--- src/rtl/fpu_issue_ctl.sv ---
// Issue/return sequencer between the IU FP opcode/operand bus and a multi-cycle FPU core.
// Collects operands in one or two beats, launches the core and returns results with hold, kill and watchdog.
module fpu_issue_ctl #(
    parameter int unsigned BUS_W   = 32,
    parameter int unsigned TIMEOUT = 255,
    parameter int unsigned TCNT_W  = 8
) (
    input  logic              clk,
    input  logic              reset,
    input  logic [7:0]        fpop,
    input  logic              fpop_valid,
    input  logic [BUS_W-1:0]  fpain,
    input  logic [BUS_W-1:0]  fpbin,
    input  logic              fpkill,
    input  logic              fphold,
    output logic              fpbusyn,
    output logic [BUS_W-1:0]  fpout,
    output logic              fpout_valid,
    output logic              fperr,
    output logic              op_start,
    output logic [7:0]        op_code,
    output logic              op_dprec,
    output logic [63:0]       op_a,
    output logic [63:0]       op_b,
    output logic              op_kill,
    input  logic              core_done,
    input  logic [63:0]       core_res
);

    typedef enum logic [1:0] {
        S_IDLE,
        S_LOADB,
        S_EXEC,
        S_RES
    } state_t;

    state_t             state, state_d;
    logic [TCNT_W-1:0]  cnt, cnt_d;
    logic               is_cmp, is_cmp_d;
    logic               beat_idx, beat_idx_d;
    logic               done_pend, done_pend_d;
    logic [63:0]        res, res_d;

    logic               fpbusyn_d, fpout_valid_d, fperr_d, op_start_d, op_kill_d, op_dprec_d;
    logic [BUS_W-1:0]   fpout_d;
    logic [7:0]         op_code_d;
    logic [63:0]        op_a_d, op_b_d;

    logic               dec_ok_c, dec_dp_c, dec_cmp_c;
    logic               two_beat_c;
    logic               done_c;
    logic [63:0]        res_sel_c;
    logic [63:0]        nan_c;

    // Opcode decode: legal FP ops, precision and compare class
    always_comb begin
        dec_ok_c  = 1'b1;
        dec_dp_c  = 1'b0;
        dec_cmp_c = 1'b0;
        case (fpop)
            8'h62, 8'h66, 8'h6A, 8'h6E: ;
            8'h95, 8'h96:               dec_cmp_c = 1'b1;
            8'h63, 8'h67, 8'h6B, 8'h6F: dec_dp_c  = 1'b1;
            8'h97, 8'h98: begin
                dec_dp_c  = 1'b1;
                dec_cmp_c = 1'b1;
            end
            default:                    dec_ok_c  = 1'b0;
        endcase
    end

    assign two_beat_c = op_dprec && !is_cmp && (BUS_W == 32);
    assign done_c     = core_done || done_pend;
    assign res_sel_c  = done_pend ? res : core_res;
    assign nan_c      = is_cmp   ? 64'h0 :
                        op_dprec ? 64'h7FF8_0000_0000_0000 : 64'h0000_0000_7FC0_0000;

    function automatic logic [BUS_W-1:0] beat_of(input logic [63:0] r, input logic cmp,
                                                 input logic dp, input logic idx);
        if (cmp)
            return BUS_W'(signed'(r[31:0]));
        else if (dp && (BUS_W == 32) && !idx)
            return BUS_W'(r[63:32]);
        else if (dp)
            return r[BUS_W-1:0];
        else
            return BUS_W'(r[31:0]);
    endfunction

    always_comb begin
        state_d       = state;
        cnt_d         = cnt;
        is_cmp_d      = is_cmp;
        beat_idx_d    = beat_idx;
        done_pend_d   = done_pend;
        res_d         = res;
        fpbusyn_d     = fpbusyn;
        fpout_d       = fpout;
        fpout_valid_d = fpout_valid;
        op_code_d     = op_code;
        op_dprec_d    = op_dprec;
        op_a_d        = op_a;
        op_b_d        = op_b;
        fperr_d       = 1'b0;
        op_start_d    = 1'b0;
        op_kill_d     = 1'b0;

        if (fpkill) begin
            state_d       = S_IDLE;
            cnt_d         = '0;
            done_pend_d   = 1'b0;
            beat_idx_d    = 1'b0;
            fpbusyn_d     = 1'b1;
            fpout_valid_d = 1'b0;
            op_kill_d     = (state == S_EXEC);
        end else if (fphold) begin
            // Frozen: pulses stretch, but a core result arriving now is remembered
            fperr_d    = fperr;
            op_start_d = op_start;
            op_kill_d  = op_kill;
            if (state == S_EXEC && core_done && !done_pend) begin
                done_pend_d = 1'b1;
                res_d       = core_res;
            end
        end else begin
            case (state)
                S_IDLE: begin
                    if (fpop_valid && dec_ok_c) begin
                        op_code_d   = fpop;
                        op_dprec_d  = dec_dp_c;
                        is_cmp_d    = dec_cmp_c;
                        fpbusyn_d   = 1'b0;
                        cnt_d       = '0;
                        done_pend_d = 1'b0;
                        if (dec_dp_c && (BUS_W == 32)) begin
                            op_a_d  = {fpain[31:0], 32'h0};
                            op_b_d  = {fpbin[31:0], 32'h0};
                            state_d = S_LOADB;
                        end else begin
                            op_a_d     = dec_dp_c ? 64'(fpain) : 64'(fpain[31:0]);
                            op_b_d     = dec_dp_c ? 64'(fpbin) : 64'(fpbin[31:0]);
                            op_start_d = 1'b1;
                            state_d    = S_EXEC;
                        end
                    end
                end
                S_LOADB: begin
                    op_a_d     = {op_a[63:32], fpain[31:0]};
                    op_b_d     = {op_b[63:32], fpbin[31:0]};
                    op_start_d = 1'b1;
                    state_d    = S_EXEC;
                end
                S_EXEC: begin
                    // core_done is checked first so it wins over a coincident expiry
                    if (done_c || cnt == TCNT_W'(TIMEOUT - 1)) begin
                        res_d         = done_c ? res_sel_c : nan_c;
                        op_kill_d     = !done_c;
                        fperr_d       = !done_c;
                        state_d       = S_RES;
                        cnt_d         = '0;
                        done_pend_d   = 1'b0;
                        beat_idx_d    = 1'b0;
                        fpout_d       = beat_of(done_c ? res_sel_c : nan_c, is_cmp, op_dprec, 1'b0);
                        fpout_valid_d = 1'b1;
                        fpbusyn_d     = !two_beat_c;
                    end else begin
                        cnt_d = cnt + TCNT_W'(1);
                    end
                end
                S_RES: begin
                    if (two_beat_c && !beat_idx) begin
                        beat_idx_d = 1'b1;
                        fpout_d    = beat_of(res, is_cmp, op_dprec, 1'b1);
                        fpbusyn_d  = 1'b1;
                    end else begin
                        state_d       = S_IDLE;
                        beat_idx_d    = 1'b0;
                        fpout_valid_d = 1'b0;
                    end
                end
                default: state_d = S_IDLE;
            endcase
        end
    end

    always_ff @(posedge clk) begin
        if (reset) begin
            state       <= S_IDLE;
            cnt         <= '0;
            is_cmp      <= 1'b0;
            beat_idx    <= 1'b0;
            done_pend   <= 1'b0;
            res         <= '0;
            fpbusyn     <= 1'b1;
            fpout       <= '0;
            fpout_valid <= 1'b0;
            fperr       <= 1'b0;
            op_start    <= 1'b0;
            op_kill     <= 1'b0;
            op_code     <= '0;
            op_dprec    <= 1'b0;
            op_a        <= '0;
            op_b        <= '0;
        end else begin
            state       <= state_d;
            cnt         <= cnt_d;
            is_cmp      <= is_cmp_d;
            beat_idx    <= beat_idx_d;
            done_pend   <= done_pend_d;
            res         <= res_d;
            fpbusyn     <= fpbusyn_d;
            fpout       <= fpout_d;
            fpout_valid <= fpout_valid_d;
            fperr       <= fperr_d;
            op_start    <= op_start_d;
            op_kill     <= op_kill_d;
            op_code     <= op_code_d;
            op_dprec    <= op_dprec_d;
            op_a        <= op_a_d;
            op_b        <= op_b_d;
        end
    end

endmodule

--- config.mk ---
export PLATFORM = sky130hd
export DESIGN_NAME = fpu_issue_ctl
export DESIGN_NICKNAME = d
export VERILOG_FILES = /design/src/rtl/fpu_issue_ctl.sv
export SDC_FILE = /design/constraint.sdc
export NUM_CORES = 1
export LEC_CHECK = 0
export BUFFER_PORTS_ARGS = -buffer_cell sky130_fd_sc_hd__buf_4
export CORE_ASPECT_RATIO = 0.6
export CORE_MARGIN = 2
export CORE_UTILIZATION = 45
export CTS_CLUSTER_DIAMETER = 200
export DETAILED_ROUTE_END_ITERATION = 7
export GPL_TIMING_DRIVEN = 0
export MAX_ROUTING_LAYER = met4
export PLACE_DENSITY = 0.71
export SLEW_MARGIN = 5
export SYNTH_ARGS = -nofsm -noshare
export SYNTH_HDL_FRONTEND = slang
export SYNTH_SLANG_ARGS = --single-unit
--- constraint.sdc ---
create_clock -name clk -period 3.1 [get_ports clk]
set_input_delay 0.62 -clock clk [delete_from_list [all_inputs] [get_ports clk]]
set_output_delay 0.62 -clock clk [all_outputs]
set_load 0.1 [all_outputs]
## Yosys cells after proc, flatten, opt, wreduce, memory -nomap -nowiden

Cells that the tools add are included.

| word-level totals | value |
|---|---|
| register bits after elaboration | 251 |
| input bits | 142 |
| output and inout port bits | 174 |
| logic and storage cells | 131 |

| cells by class | value |
|---|---|
| add/subtract/negate cells | 1 |
| equal/unequal tests | 24 |
| multiplexer cells | 50 |
| bitwise logic cells | 3 |
| reduce and logical (&&, ||, !) cells | 35 |

Operators by type and width:

| kind | number |
|---|---|
| $mux W64 | 10 |
| $pmux W64 S2 | 2 |
| $mux W32 | 4 |
| $mux W63 | 2 |
| $eq A8 B7 Y1 const B | 8 |
| $pmux W32 S2 | 1 |
| $eq A8 B8 Y1 const B | 5 |
| $reduce_and A4 Y1 | 6 |
| $mux W1 | 18 |
| $mux W8 | 2 |
| $pmux W8 S2 | 1 |
| $reduce_and A5 Y1 | 3 |
| $reduce_or A12 Y1 | 1 |
| $reduce_bool A2 Y1 | 5 |
| $add A8 B1 Y8 const B | 1 |
| $mux W2 | 4 |
| $ne A2 B2 Y1 const B | 4 |
| $pmux W1 S2 | 4 |
| $pmux W2 S4 | 1 |
| $reduce_and A3 Y1 | 2 |
| $reduce_bool A3 Y1 | 2 |
| $reduce_or A6 Y1 | 1 |
| $logic_and A1 B1 Y1 | 5 |
| $logic_not A1 Y1 | 5 |
| 11 further kinds | 16 |

## Longest topological paths before layout

| depth | value |
|---|---|
| depth in word-level cells | 7 |
| depth in mapped cells | 10 |
| mapped depth without buffers | 7 |

## Worst setup path before layout

No wires, ideal clock.

| path | value |
|---|---|
| path kind | reg-to-reg |
| from | register op_dprec |
| to | register fpout[13] |
| setup time | 0.071 ns |
| arrival time | 2.292 ns |
| required time | 3.029 ns |
| path slack | 0.737 ns |
| cell stages (with the launch flop) | 9 |
| path buffers | 3 |
| clock period less this slack | 2.363 ns |
| cells stage by stage | dfxtp_1 nand2b_1 buf_2 o21ai_1 and3_1 buf_4 buf_2 o2111ai_1 a21oi_1 |

| between the ends | value |
|---|---|
| longest elaborated chain between the ends | 4 |
| elaborated cells on any way between the ends | 8 |
| those cells by class | 1 x eq/ne; 4 x mux; 3 x reduce/logical |

Ends and longest elaborated chain:

| element | RTL line | text |
|---|---|---|
| start, declared | 22 | `output logic op_dprec,` |
| start signal, assigned | 218 | `op_dprec <= op_dprec_d;` |
| $mux W32 or $logic_and A1 B1 Y1 (tied branches) | 82, 72 |  |
| $mux W32 or $logic_and A1 B1 Y1 (tied branches) | 80, 171 |  |
| $mux W32 or $ne A2 B2 Y1 (tied branches) | n/a |  |
| $pmux W32 S2 or $reduce_and A5 Y1 (tied branches) | n/a |  |
| end signal, assigned | 212 | `fpout <= fpout_d;` |
| end, declared | 17 | `output logic [BUS_W-1:0] fpout,` |

Parallel ways exist; a longest one is shown, timed or not. The select of a mux whose other input is x is not followed.
A chain may end at the register's enable or synchronous reset.

## Final worst setup path

| path | value |
|---|---|
| from | register state[0] |
| to | register res[34] |

| between the ends | value |
|---|---|
| longest elaborated chain between the ends | 5 |
| elaborated cells on any way between the ends | 6 |
| those cells by class | 2 x eq/ne; 4 x reduce/logical |

Ends and longest elaborated chain:

| element | RTL line | text |
|---|---|---|
| start, declared | 37 | `state_t state, state_d;` |
| start signal, assigned | 205 | `state <= state_d;` |
| $eq A2 B2 Y1 * | 121, 126 |  |
| $logic_and A1 B1 Y1 (2 in series) | 121 | `if (state == S_EXEC && core_done && !done_pend) begin` |
| $ne A2 B1 Y1 (no line) | n/a |  |
| $reduce_and A4 Y1 (no line) * | n/a |  |
| end signal, assigned | 210 | `res <= res_d;` |
| end, declared | 42 | `logic [63:0] res, res_d;` |

Mark *: on every way between the ends. The rest lies on a longest branch, timed or not.

==> results.txt <==
Status = finished clean
Max VDD drop = 0.000335 V
CTS resizes = 0
Top FF cell, synth = dfxtp_1
Post-Syn Area per Cell = 9.53 µm²
Placeable Area = 22,900 µm²
All-layer global routing usage = 29.4%
Reg clk slew, reported paths = 0.07 ns
Final worst path period share = 89.5%
Sequential share of the synthesized area = 48.4%
Post-DP HPWL = 27,300 µm
Fillers = 2,008
Slew Limit Headroom = 44.5%
CP bufs+invs = 4
Cells after Synth = 1,090
Post-synth EDFFs = 0
Worst-margin pin slew = 0.827 ns
Max Cap Viol = 0
Cell Area, Synth = 10,400 µm²
Post-synthesis mux area share = 2.31%
Ys async rst share = 0%
Setup TNS = 0 ns
Setup crit start kind = flip-flop
Synth top area share = 48.4%
CP max stage cell = clkbuf_1
Die height = 122 µm
CP Depth = 9
Clk_lat worst skew = 0.53 ns
Area grow syn2layout = 34.7%
Share of layout cells above drive strength 1 = 30.3%
# hold bufs at CTS = 0
Pwr dens = 490 nW/µm²
Largest family of logic cells by synthesized area = compound AO/OA/AOI/OAI gates
Fin nets = 1,579
Chip width = 200 µm
Post-synthesis register bit count = 251
Synth unique cells = 65
Hold depth = 2
Critical Path RT = 3.49 ns
Top Ports = 316
Critical path capture point type = flip-flop
CP Cell Sequence = inv_1 -> ha_1 -> buf_2 -> nor2b_1 -> clkbuf_1 -> o211ai_1 -> clkbuf_1 -> a22oi_1 -> nor2_1
Crit path max-delay family = buffers and inverters
Die area = 24,400 µm²
Input/output buffers = 314
CP max FO = 10
Remaining global-route overflow = 0
Final wirelength = 36,800 µm
Final setup violation count = 0
CTS tree = done
Warnings, synthesis = 0
Synth area leaders = dfxtp_1 (48%), a22o_1 (8.6%), a21oi_1 (4.6%)
XOR/XNOR share of the synthesized area = 0%
CP Class = flip-flop to flip-flop
Ant diodes = 0
LEAKAGE = 0.00558 µW
Final worst slack = 0.324 ns
DR iter-0 viols = 1,060
Post-synthesis compound-gate area fraction = 30.9%
Hold WC Path Type = primary input to flip-flop
Worst Path Arrival = 3.17 ns
Slew Viols, Final = 0
RSZ-0062 raised after global routing = no
Clock skew = 0.0140 ns
Most frequent CP cell = clkbuf_1
Worst hold slack = 0.304 ns
Worst slack at placement = 0.444 ns
Syn nets = 1,239
Post-CTS Setup Bufs = 0
Initial Util = 45.4%
Row count = 43
Final critical-path required period = 2.78 ns
Max Buffers Root-to-Sink = 3
Adder-Cell Fraction of Synth Area = 0.843%
Post-synth top area cell = dfxtp_1
Crit-path max cell delay = 0.48 ns
Vias = 10,500
Initial antenna violation count = 0
Total CTS buffers = 24
Vias per cell = 5.94
Largest net degree at the start of global routing = 16
Simple-gate share of the synthesized area = 12.0%
Worst reg-to-reg path cell count = 9
Vias in the first global route = 9,704
# clock sinks = 251
Fmax = 360 MHz
First-pass GRT wire length = 55,700 µm
First-pass DRT Iterations = 5
H-Tree Depth = 1
Final Hold Fails = 0
Gp weighted congestion = 0.922
Residual DRC = 0
DRT antenna net count = 0
DR WL/cell = 20.9 µm
Clock root buffer = clkbuf_16
[flip-flops by register name, summed over array words and instances (netlist names)]
signal / count
op_a: 64
op_b: 64
res: 64
fpout: 32
cnt: 8
op_code: 8
state: 2
beat_idx: 1
done_pend: 1
fpbusyn: 1
fperr: 1
fpout_valid: 1
is_cmp: 1
op_dprec: 1
op_kill: 1
op_start: 1
[worst register-to-register path, delay by kind of cell, from the launching register on]
family | cells | cell delay [ns]
flops | 1 | 0.36
buf+inv | 4 | 1.21
compound gates | 2 | 0.69
simple gates | 2 | 0.22
fa+ha+maj | 1 | 0.16
[per-stage QoR]
step / total power, µW / instance area (µm²) / instances / util, %
5_1_grt: 7060 / 14000 / 1763 / 61.2
2_1_floorplan: 3480 / 10400 / 1090 / -
3_3_place_gp: 3720 / 13100 / 1719 / 57.5
4_1_cts: 6900 / 14000 / 1763 / 61.2
6_report: 6870 / 14000 / 1763 / 61.2
3_5_place_dp: 3730 / 13100 / 1719 / 57.5
[cells by family after synthesis]
logic type / Yosys count
compound gates: 444
fa+ha+maj: 7
buf+inv: 113
flops: 251
mux: 24
simple gates: 251
[report_power, final]
part / total, µW / switching, µW / internal, µW / leakage, µW
clock: 3200 / 1330 / 1870 / 0.000419
sequential: 3230 / 3.26 / 3230 / 0.00202
combinational: 437 / 258 / 179 / 0.00314
[routing by layer]
metal  part of all wire, %  vias up  track usage (%)  wire length [µm]
met1                    47     5075             43.4             17400
li1                      -     4804                -                 -
met2                    41      531             40.0             15100
met3                   9.5       61             7.17              3490
met4                   2.2        0             6.58               820
met5                     0        -                -                 0
[cells in the mapped netlist, types with 5 or more instances]
master / count
o211ai_1: 11
o22ai_1: 24
nand3_1: 12
o31ai_1: 12
a22o_1: 102
buf_8: 6
a21oi_1: 95
o221ai_1: 9
nand2b_1: 15
nor2_1: 69
a2111oi_0: 9
a22oi_1: 43
a31oi_1: 6
mux2i_1: 24
clkbuf_1: 60
ha_1: 7
o21ai_0: 49
a22o_2: 27
or3_1: 14
inv_1: 10
nor2b_1: 5
nand2_1: 76
o2111ai_1: 20
nor3_1: 23
dfxtp_1: 251
a211oi_1: 14
buf_2: 25
buf_6: 6
[placed cells by master, fill, tap and decap left out, types with 5 or more instances in the layout]
cell / netlist / routed
a22o_1: 102 / 102
nor2_1: 69 / 69
clkbuf_16: 0 / 24
a31oi_1: 6 / 6
nor3_1: 23 / 23
dfxtp_1: 251 / 251
inv_1: 10 / 10
buf_4: 2 / 316
ha_1: 7 / 7
nand2b_1: 15 / 15
o211ai_1: 11 / 11
a211oi_1: 14 / 14
clkbuf_1: 60 / 62
mux2i_1: 24 / 24
o2111ai_1: 20 / 20
a21oi_1: 95 / 95
o221ai_1: 9 / 9
o22ai_1: 24 / 24
clkinv_2: 0 / 5
o31ai_1: 12 / 12
o21ai_0: 49 / 49
nor2b_1: 5 / 5
buf_8: 6 / 6
nand2_1: 76 / 76
or3_1: 14 / 14
buf_6: 6 / 6
a2111oi_0: 9 / 9
a22oi_1: 43 / 43
buf_2: 25 / 25
a22o_2: 27 / 27
nand3_1: 12 / 12
[path summary, 6_finish.rpt]
path,slack [ns],startpoint,endpoint
max reg2reg,0.32,state[0],res[34]
min,0.30,fpbin[5],op_b[37]
max,0.32,state[0],res[34]
min reg2reg,0.46,fpout[28],fpout[28]
[layout make-up]
| cell class | count | area, µm² | area share (%) |
|---|---|---|---|
| Timing Repair Buffer | 314 | 2360 | 16.8 |
| Buffer | 103 | 539 | 3.85 |
| Tap cell | 315 | 394 | 2.82 |
| Clock inverter | 14 | 194 | 1.39 |
| Inverter | 10 | 37.5 | 0.268 |
| Multi-Input combinational cell | 726 | 4790 | 34.2 |
| Sequential cell | 251 | 5020 | 35.9 |
| Clock buffer | 30 | 663 | 4.74 |
Power figures use the tool's default switching activity.
